**src/rtl/reg_file_mp.sv**
```systemverilog
// Two-read / one-write register file with a write-first bypass and a
// background clear sequencer that zeroes one entry per cycle.

module reg_file_mp_rport #(
  parameter int W     = 8,
  parameter int DEPTH = 8,
  parameter int AW    = 3
) (
  input  logic                  clk,
  input  logic                  rst_n,
  input  logic                  en,
  input  logic [AW-1:0]         raddr,
  input  logic                  wr_ok,
  input  logic [AW-1:0]         waddr,
  input  logic [W-1:0]          din,
  input  logic [DEPTH-1:0][W-1:0] mem,
  output logic [W-1:0]          dout,
  output logic                  rvalid,
  output logic                  oor
);
  localparam int NA = 1 << AW;
  localparam logic [NA-1:0] VALID = {NA{1'b1}} >> (NA - DEPTH);

  assign oor = en & ~VALID[raddr];

  always_ff @(posedge clk or negedge rst_n) begin
    if (!rst_n) begin
      dout   <= '0;
      rvalid <= 1'b0;
    end else begin
      rvalid <= en;
      if (en) begin
        if (!VALID[raddr])                   dout <= '0;
        else if (wr_ok && (waddr == raddr))  dout <= din;
        else                                 dout <= mem[raddr];
      end
    end
  end
endmodule

module reg_file_mp #(
  parameter  int W     = 8,
  parameter  int DEPTH = 8,
  localparam int AW    = $clog2(DEPTH)
) (
  input  logic          clk,
  input  logic          rst_n,
  input  logic          wen,
  input  logic [AW-1:0] waddr,
  input  logic [W-1:0]  din,
  input  logic          ren0,
  input  logic          ren1,
  input  logic [AW-1:0] raddr0,
  input  logic [AW-1:0] raddr1,
  input  logic          clr,
  output logic [W-1:0]  dout0,
  output logic [W-1:0]  dout1,
  output logic          rvalid0,
  output logic          rvalid1,
  output logic          busy,
  output logic          err
);
  localparam int NA = 1 << AW;
  localparam logic [NA-1:0] VALID = {NA{1'b1}} >> (NA - DEPTH);
  localparam logic [AW-1:0] LAST  = AW'(DEPTH - 1);

  typedef enum logic {IDLE, CLEAR} state_t;

  state_t                  state, state_nx;
  logic [AW-1:0]           idx, idx_nx;
  logic [DEPTH-1:0][W-1:0] mem;
  logic                    wr_ok;
  logic [1:0]              ren_v, rvalid_v, oor_v;
  logic [1:0][AW-1:0]      raddr_v;
  logic [1:0][W-1:0]       dout_v;

  assign busy  = (state == CLEAR);
  // A clear request in the same cycle wins over the write.
  assign wr_ok = wen & ~busy & ~clr & VALID[waddr];

  always_ff @(posedge clk or negedge rst_n) begin
    if (!rst_n) begin
      state <= IDLE;
      idx   <= '0;
    end else begin
      state <= state_nx;
      idx   <= idx_nx;
    end
  end

  always_comb begin
    state_nx = state;
    idx_nx   = idx;
    case (state)
      IDLE: if (clr) begin
        state_nx = CLEAR;
        idx_nx   = '0;
      end
      CLEAR: begin
        idx_nx = idx + AW'(1);
        if (idx == LAST) begin
          state_nx = IDLE;
          idx_nx   = '0;
        end
      end
      default: state_nx = IDLE;
    endcase
  end

  always_ff @(posedge clk or negedge rst_n) begin
    if (!rst_n) begin
      for (int i = 0; i < DEPTH; i++) mem[i] <= '0;
    end else if (busy) begin
      mem[idx] <= '0;
    end else if (wr_ok) begin
      mem[waddr] <= din;
    end
  end

  // All fault sources of one cycle merge into a single pulse.
  always_ff @(posedge clk or negedge rst_n) begin
    if (!rst_n) err <= 1'b0;
    else        err <= ~busy & ((wen & ~VALID[waddr]) | (|oor_v));
  end

  assign ren_v   = {ren1, ren0};
  assign raddr_v = {raddr1, raddr0};

  for (genvar k = 0; k < 2; k++) begin : g_rport
    reg_file_mp_rport #(.W(W), .DEPTH(DEPTH), .AW(AW)) u_rport (
      .clk    (clk),
      .rst_n  (rst_n),
      .en     (ren_v[k] & ~busy),
      .raddr  (raddr_v[k]),
      .wr_ok  (wr_ok),
      .waddr  (waddr),
      .din    (din),
      .mem    (mem),
      .dout   (dout_v[k]),
      .rvalid (rvalid_v[k]),
      .oor    (oor_v[k])
    );
  end

  assign dout0   = dout_v[0];
  assign dout1   = dout_v[1];
  assign rvalid0 = rvalid_v[0];
  assign rvalid1 = rvalid_v[1];
endmodule
```
**config.mk**
```make
export PLATFORM = sky130hd
export DESIGN_NAME = reg_file_mp
export DESIGN_NICKNAME = d
export VERILOG_FILES = /design/src/rtl/reg_file_mp.sv
export SDC_FILE = /design/constraint.sdc
export NUM_CORES = 1
export LEC_CHECK = 0
export CAP_MARGIN = 10
export CORE_UTILIZATION = 50
export DETAILED_ROUTE_END_ITERATION = 12
export PLACE_DENSITY_LB_ADDON = 0.25
export SLEW_MARGIN = 20
export SYNTH_ARGS = -nofsm -noshare
export SYNTH_HDL_FRONTEND = slang
export SYNTH_HIERARCHICAL = 1
export SYNTH_SLANG_ARGS = --single-unit
```
**constraint.sdc**
```tcl
create_clock -name clk -period 5.55 [get_ports clk]
set_input_delay 1.665 -clock clk [delete_from_list [all_inputs] [get_ports clk]]
set_output_delay 1.665 -clock clk [all_outputs]
set_load 0.03 [all_outputs]
```
==> metrics.txt, run 1 <==
status=complete, no violations; fin crit share=~64%; H-Tree Depth=3; DIE AREA=0.0100 mm2; Post CTS Setup Buffer Count=0; area leader, netlist=dfrtp_1; Setup crit start kind=primary input; Hold Violations, Final=0; Max Root-Sink Buffers=2; Die W=between 100 and 150 um; Final nets=443; largest net degree at the start of global routing=88; drt total wl=about 11000 um; hold-fix buffers at CTS=0; Crit-path slowest cell=clkdlybuf4s50_1; fmax=approximately 280 MHz; Post-synth EDFFs=0; Critical Path End Type=flip-flop; share of layout cells above drive strength 1=between 10% and 20%; PortBufs=42; slowest stage delay, CP=around 1.1 ns; final max-slew violation count=0; sequential cell area=0.00218 mm2; PwrDens=416 mW/mm2; gp weighted congestion=slightly below 0.8; Critical Path, Cell by Cell=clkdlybuf4s50_1 -> xnor2_1 -> a41oi_1 -> a221o_1; clk sinks=87; vias in the first global route=3263; WP data required=about 5.8 ns; placed standard-cell area=0.00527 mm2; # diodes=0; CTS tree=done; share of the synthesized area in the top cell type=roughly 45%; Overflow after GRT=0; Tot GR Track Use=23.7%; most area-consuming cells after synthesis=dfrtp_1, mux2i_1, mux4_2; Final Cell Area=~0.0054 mm2; Final setup viols=0; Die H=100 um; mean post-synth cell area=~12 um2; Pleak=2.68 nW; RSZ-0062 raised after global routing=no; vias per cell=5.91; FP Rows=35; synthesis-stage register bit count=87; initial antenna violation count=0; ANT nets after route=0; first-pass GRT wire length=17900 um; Least-Margin Pin Slew=0.903 ns; Synth Cell Area=0.00482 mm2; Synth top cells by count=dfrtp_1, mux2i_1, nand2_1; prevailing post-synth register cell=dfrtp_1; Placed Cells=536; CTS buffer count=9; WHS=0.547 ns; maximum VDD drop=about 0.15 mV; Setup TNS Final=0 ns; Clock Skew=0.0134 ns; MaxCap Viol Count=0; Multi-input gate area=0.00241 mm2; worst hold path class=flip-flop to flip-flop; Core Area=roughly 0.0093 mm2; synth warn=6; ys async rst share=100%; most common cell in the netlist=dfrtp_1; post-CTS resize count=0; R2R depth=5; Post-Syn Nets=415; WL/cell=around 20 um; I/O pins=43; dpl hpwl=about 8000 um; DR vias=3260; Unique masters post-synth=33; number of fill cells in the layout=around 770; worst hold stages=2; Initial DRC Count=roughly 210; Gate Count Post-Synth=390; fin cells=552; Initial Util=51.9%; Clock transition at path regs=0.09 ns; # DRC=0; Slew headroom=39.6%; drt pass-1 iters=4; Syn-to-layout area delta=13.0%; Min Clock Period, post-route=around 3.6 ns; Crit Path Class=primary input to flip-flop; worst-path maximum fanout=17; clock latency at the later pin of the worst-skew pair=0.36 ns; Worst EP arrival=3.87 ns; sequential-to-total area share from yosys stat=45.2%; CTS root buf=clkbuf_8
## cells by family (layout without fill, tap and decap cells)
kind of cell / Yosys count / after routing / synth area share, %
mux: 113 / 113 / 32.7
simple gates: 111 / 111 / 11.7
fa+ha+maj: 2 / 2 / 0.519
buf+inv: 48 / 81 / 4.73
xor+xnor: 6 / 6 / 1.09
compound gates: 21 / 21 / 3.90
other cells: 2 / 2 / 0.156
flops: 87 / 87 / 45.2
## critical path: cells and delay by family
family	cells	cell delay [ns]
compound gates	2	0.94
xor+xnor	1	0.19
buf+inv	1	1.06
## per-stage QoR
step	utilization, %	setup slack (ns)	total power [W]
floorplan	-	2.53	0.00156
global placement	56.7	1.68	0.00183
detailed placement	56.7	1.59	0.00187
CTS	58.6	1.97	0.00227
global route	58.6	1.80	0.00239
finish	58.6	1.97	0.00227
## cell usage in the layout, fill, tap and decap left out, types with 4 or more instances in the layout
cell	synthesis	routed
mux4_2	22	22
mux2i_1	74	74
nand2_2	4	4
and4b_1	4	4
a221o_1	6	6
nand2_1	66	66
a221oi_1	10	10
mux2_2	7	7
nor2_1	14	14
dfrtp_1	87	87
xnor2_1	6	6
clkdlybuf4s50_1	0	41
clkbuf_8	0	9
nor2b_1	8	8
mux4_1	10	10
inv_1	20	20
## path summary, 6_finish.rpt
check                                        endpoint  slack [ns]      start
setup / recovery           g_rport[1].u_rport/dout[2]        1.97  raddr1[2]
hold / removal                                mem[60]        0.55    mem[60]
setup reg to reg           g_rport[1].u_rport/dout[2]        3.31       busy
hold reg to reg                               mem[60]        0.55    mem[60]
max in group asynchronous                     mem[27]        3.65      rst_n
min in group asynchronous                     mem[24]        1.36      rst_n
## per-layer routing
metal,routed length (um),vias up,GRT usage (%)
li1,-,1473,-
met1,4940,1678,32.9
met2,5380,105,38.5
met3,633,4,4.67
met4,70,0,5.80
met5,0,-,0
## sequential cells by signal, indices dropped and copies added, names as in the netlist
name	flops
busy	1
err	1
g_rport.u_rport/dout	16
g_rport.u_rport/rvalid	2
idx	3
mem	64
## layout make-up
type                            instances  share of cell area [%]
Multi-Input combinational cell        255                    44.3
Sequential cell                        87                    40.0
Timing Repair Buffer                   45                    8.16
Tap cell                              129                    2.97
Clock buffer                            9                    2.28
Inverter                               20                    1.38
Clock inverter                          7                   0.874
## report_power, final
group | internal, W | switching (W) | leakage, nW
Sequential | 0.000835 | 0.000162 | 1.16
Clock | 0.000163 | 0.000241 | 0.0854
Combinational | 0.000405 | 0.000460 | 1.44
Note: power is estimated with default switching activity, not from simulation.
==> inputs of run 2 (changes only) <==
- clock period: 5.55 -> 3.4 ns (I/O delays scaled with it)
==> run 2 against run 1 <==
  * Register-to-register slack worse by 2.1 ns
  * Total power increased by 74%
  * Cell area rose by 2.7%
  * Core utilization grew 1.6 points
  * Via count is 0.55% higher
  * Combinational power up 64%
==> metrics.txt, run 2 (synthesized netlist as in run 1, its figures left out) <==
status=complete, no violations; maximum VDD drop=around 0.4 mV; Clock Skew=about 0.012 ns; number of fill cells in the layout=between 700 and 800; initial antenna violation count=0; Tot GR Track Use=between 20% and 30%; Hold Violations, Final=0; first-pass GRT wire length=18300 um; Slew headroom=approximately 45%; final max-slew violation count=0; Least-Margin Pin Slew=0.820 ns; ANT nets after route=0; FP Rows=35; I/O pins=43; worst hold path class=primary input to async pin; dpl hpwl=8170 um; R2R Path End=g_rport[1].u_rport/dout[0]; Pleak=2.76 nW; clk sinks=between 80 and 90; CTS tree=done; hold-fix buffers at CTS=0; drt total wl=11000 um; Clock transition at path regs=0.08 ns; most common cell after layout, fill and taps aside=dfrtp_1; Overflow after GRT=0; WL/cell=19.7 um; placed standard-cell area=roughly 0.0053 mm2; post-CTS resize count=0; drt pass-1 iters=5; gp weighted congestion=0.817; fin crit share=between 80 and 90%; clock latency at the later pin of the worst-skew pair=0.37 ns; Multi-input gate area=0.00241 mm2; # diodes=0; Initial Util=51.9%; share of layout cells above drive strength 1=15.3%; # DRC=0; vias per cell=approximately 5.9; R2R depth=4; Setup crit start kind=primary input; Initial DRC Count=159; Setup TNS Final=0 ns; Core Area=between 0.009 and 0.01 mm2; worst-path maximum fanout=8; Final nets=452; H-Tree Depth=3; Final Cell Area=0.00559 mm2; PortBufs=42; Syn-to-layout area delta=16.0%; leading registers by flop count=mem: 64 flops, g_rport.u_rport/dout: 16 flops, idx: 3 flops; Worst EP arrival=3.06 ns; Max Root-Sink Buffers=2; Post CTS Setup Buffer Count=0; Die H=100 um; max reg flops=64; Biggest register=mem; CTS root buf=clkbuf_8; Die W=100 um; Worst R2R Setup Slack=roughly 1.2 ns; Critical Path End Type=flip-flop; RSZ-0062 raised after global routing=no; CTS buffer count=9; MaxCap Viol Count=0; WP data required=3.65 ns; most frequent cells in the layout=dfrtp_1, mux2i_1, nand2_1, clkdlybuf4s50_1, mux4_2; DIE AREA=0.0100 mm2; Min Clock Period, post-route=roughly 2.8 ns; sequential cell area=0.00218 mm2; FF-to-FF Start=busy; PwrDens=between 700 and 800 mW/mm2; Final setup viols=0; vias in the first global route=3439; DR vias=3278; fmax=355 MHz; largest net degree at the start of global routing=86; Crit Path Class=primary input to flip-flop
-- run 2: changes by cell type in the layout (fill, tap and decap cells not counted) --
cell        before  now
buf_12           0    1
clkinv_2         3    0
bufinv_16        0    3
inv_6            1    0
buf_6            1    0
clkinvlp_4       2    1
buf_4            3   12
clkbuf_8         9   10
-- run 2: power by group --
part / switching (W) / leakage (nW) / internal (W)
combinational: 0.000744 / 1.49 / 0.000673
clock: 0.000378 / 0.119 / 0.000505
sequential: 0.000273 / 1.16 / 0.00136
total: 0.00140 / 2.76 / 0.00254
-- run 2: worst max-delay path by stage --
stage,depth (start not counted),start,slack [ns],end
2_1_floorplan,4,raddr0[0],1.03,g_rport[0].u_rport/dout[2]
3_5_place_dp,4,raddr1[0],0.19,g_rport[1].u_rport/dout[0]
6_report,4,raddr1[0],0.58,g_rport[1].u_rport/dout[0]
3_3_place_gp,4,raddr1[0],0.24,g_rport[1].u_rport/dout[0]
4_1_cts,4,raddr1[0],0.57,g_rport[1].u_rport/dout[0]
5_1_grt,4,raddr0[0],0.54,g_rport[0].u_rport/dout[4]
-- run 2: stage by stage --
stage                     std cells  total power, W  utilization (%)  hold slack, ns  worst slack (ns)
final                           560         0.00394             60.2           0.437             0.583
after CTS                       560         0.00395             60.2           0.426             0.574
after floorplan                 390         0.00255                -           0.505              1.03
after detailed placement        545         0.00307             57.6           0.530             0.191
after global placement          545         0.00300             57.6           0.516             0.243
after global routing            560         0.00417             60.2           0.421             0.541
-- run 2: critical path: stages --
cell and delay [ns]:
clkdlybuf4s50_1 0.79, mux4_1 0.66, mux2_2 0.29, a221o_1 0.30
-- run 2: cell type report --
cell class / instances / area share (%)
multi-input cells: 255 / 43.2
flip-flops and latches: 87 / 38.9
repair buffers: 54 / 9.31
well taps: 129 / 2.89
clock buffers: 10 / 2.46
clock inverters: 5 / 1.90
inverters: 20 / 1.34
-- run 2: metal layers --
| metal | wire length [um] | track usage [%] | part of all wire [%] | vias up |
|---|---|---|---|---|
| met5 | 0 | 0 | 0 | - |
| met3 | 570 | 5.22 | 5.2 | 21 |
| met1 | 4880 | 32.5 | 44 | 1657 |
| li1 | - | - | - | 1492 |
| met4 | 184 | 8.70 | 1.7 | 0 |
| met2 | 5380 | 39.5 | 49 | 108 |
==> inputs of run 3 (changes only) <==
- clock period: 3.4 -> 2.6 ns (I/O delays scaled with it)
==> run 3 against run 2 <==
  * Wire length is 0.38% higher
  * Total power is 26% higher
  * Count of clock-buffer cells in the layout is 1 lower
  * Non-clock buffer count is 8 higher
  * Register-to-register slack worse by 0.54 ns
  * Core utilization is 0.28 points higher
  * Global-route usage is 0.13 points lower
  * First-iteration DRC count is 6.9% higher
  * Critical endpoint is now g_rport[0].u_rport/dout[2]
==> metrics.txt, run 3 (synthesized netlist as in run 1, its figures left out) <==
status=complete, no violations; RSZ-0062 raised after global routing=no; WL/cell=19.4 um; Max Root-Sink Buffers=2; MaxCap Viol Count=0; # diodes=0; Top delay family on crit path=multiplexers; Hold Violations, Final=0; Clock Skew=0.00861 ns; Initial DRC Count=170; ANT nets after route=0; DR vias=3289; drt pass-1 iters=4; I/O pins=43; Least-Margin Pin Slew=0.594 ns; H-Tree Depth=3; post-CTS resize count=0; worst hold path class=primary input to async pin; gp weighted congestion=0.853; dpl hpwl=8270 um; Power, Total=~0.0049 W; Crit Path Class=primary input to flip-flop; Tot GR Track Use=approximately 24%; pre-CTS WS=-0.159 ns; first-pass GRT wire length=18400 um; WP data required=approximately 2.8 ns; most frequent cells in the layout=dfrtp_1, mux2i_1, nand2_1, clkdlybuf4s50_1, mux4_2; Biggest register=mem; Critical Path End Type=flip-flop; Core Util, Final=approximately three fifths; PwrDens=881 mW/mm2; PortBufs=42; drt total wl=11100 um; Worst EP arrival=between 2 and 3 ns; slowest stage delay, CP=0.55 ns; Overflow after GRT=0; fin cells=569; most common cell after layout, fill and taps aside=dfrtp_1; Crit-path slowest cell=mux4_1; Die H=100 um; fmax=421 MHz; Setup crit start kind=primary input; vias in the first global route=3433; Initial Util=51.9%; initial antenna violation count=0; fin crit share=around nine tenths; clock latency at the later pin of the worst-skew pair=approximately 0.36 ns; Critical Path, Cell by Cell=clkdlybuf4s50_1 -> buf_4 -> mux4_1 -> mux2_2 -> a221o_1; FP Rows=35; Post CTS Setup Buffer Count=0; Final WS setup=0.223 ns; max reg flops=64; maximum VDD drop=0.344 mV; Slew headroom=60.4%; Final setup viols=0; CTS buffer count=9; vias per cell=between 5 and 6; worst-path maximum fanout=8; DIE AREA=0.0100 mm2; CTS tree=done; CTS root buf=clkbuf_8; final max-slew violation count=0; Die W=100 um; hold-fix buffers at CTS=0; # DRC=0; share of layout cells above drive strength 1=17.0%; Pleak=2.79 nW; leading registers by flop count=mem: 64 flops, g_rport.u_rport/dout: 16 flops, idx: 3 flops; clk sinks=87; largest net degree at the start of global routing=44; crit path buf inv count=2; Syn-to-layout area delta=16.6%; Placed Cells=553; Core Area=0.00928 mm2; Min Clock Period, post-route=2.38 ns; number of fill cells in the layout=about 750; Final nets=460; Clock transition at path regs=0.09 ns
run 3: final cells by class:
| class | count | area, um2 | share of cell area, % |
|---|---|---|---|
| inverter | 20 | 75.1 | 1.34 |
| sequential | 87 | 2180 | 38.8 |
| timing repair buffer | 62 | 593 | 10.6 |
| clock inverter | 7 | 73.8 | 1.31 |
| tap | 129 | 161 | 2.87 |
| clock buffer | 9 | 124 | 2.20 |
| multi-input combinational | 255 | 2410 | 43.0 |
run 3: path summary, 6_finish.rpt:
kind,start,to,slack (ns),cells past startpoint
worst max-delay path,raddr0[0],g_rport[0].u_rport/dout[2],0.22,5
worst min-delay path,rst_n,busy,0.41,1
worst max register to register,busy,g_rport[1].u_rport/dout[4],0.69,5
worst min register to register,mem[24],mem[24],0.54,2
max in group asynchronous,rst_n,mem[52],1.50,2
min in group clk,mem[24],mem[24],0.54,2
run 3: routing by layer:
metal | up-vias | global-route usage, % | share of wire, % | routed length, um
li1 | 1509 | - | - | -
met1 | 1685 | 33.3 | 46 | 5070
met2 | 86 | 40.7 | 50 | 5530
met3 | 9 | 2.72 | 3.1 | 345
met4 | 0 | 7.47 | 0.94 | 104
met5 | - | 0 | 0 | 0
run 3: worst register-to-register path: stages, from the launching register on:
cell and delay [ns]:
dfrtp_1 0.39, buf_4 0.21, nor3b_1 0.45, nand2_1 0.08
and4b_1 0.48, a221oi_1 0.15
run 3: through the flow:
stage | hold WS (ns) | TNS, ns | area, um2
2_1_floorplan | 0.484 | 0 | 4820
3_5_place_dp | 0.536 | -1.65 | 5420
6_report | 0.408 | 0 | 5620
5_1_grt | 0.447 | 0 | 5620
4_1_cts | 0.438 | 0 | 5620
3_3_place_gp | 0.517 | -1.29 | 5420
run 3: report_power, final:
group          switching [W]  total (W)  internal (W)
logic               0.000984    0.00188      0.000894
clock network       0.000497   0.000943      0.000445
registers           0.000344    0.00213       0.00178
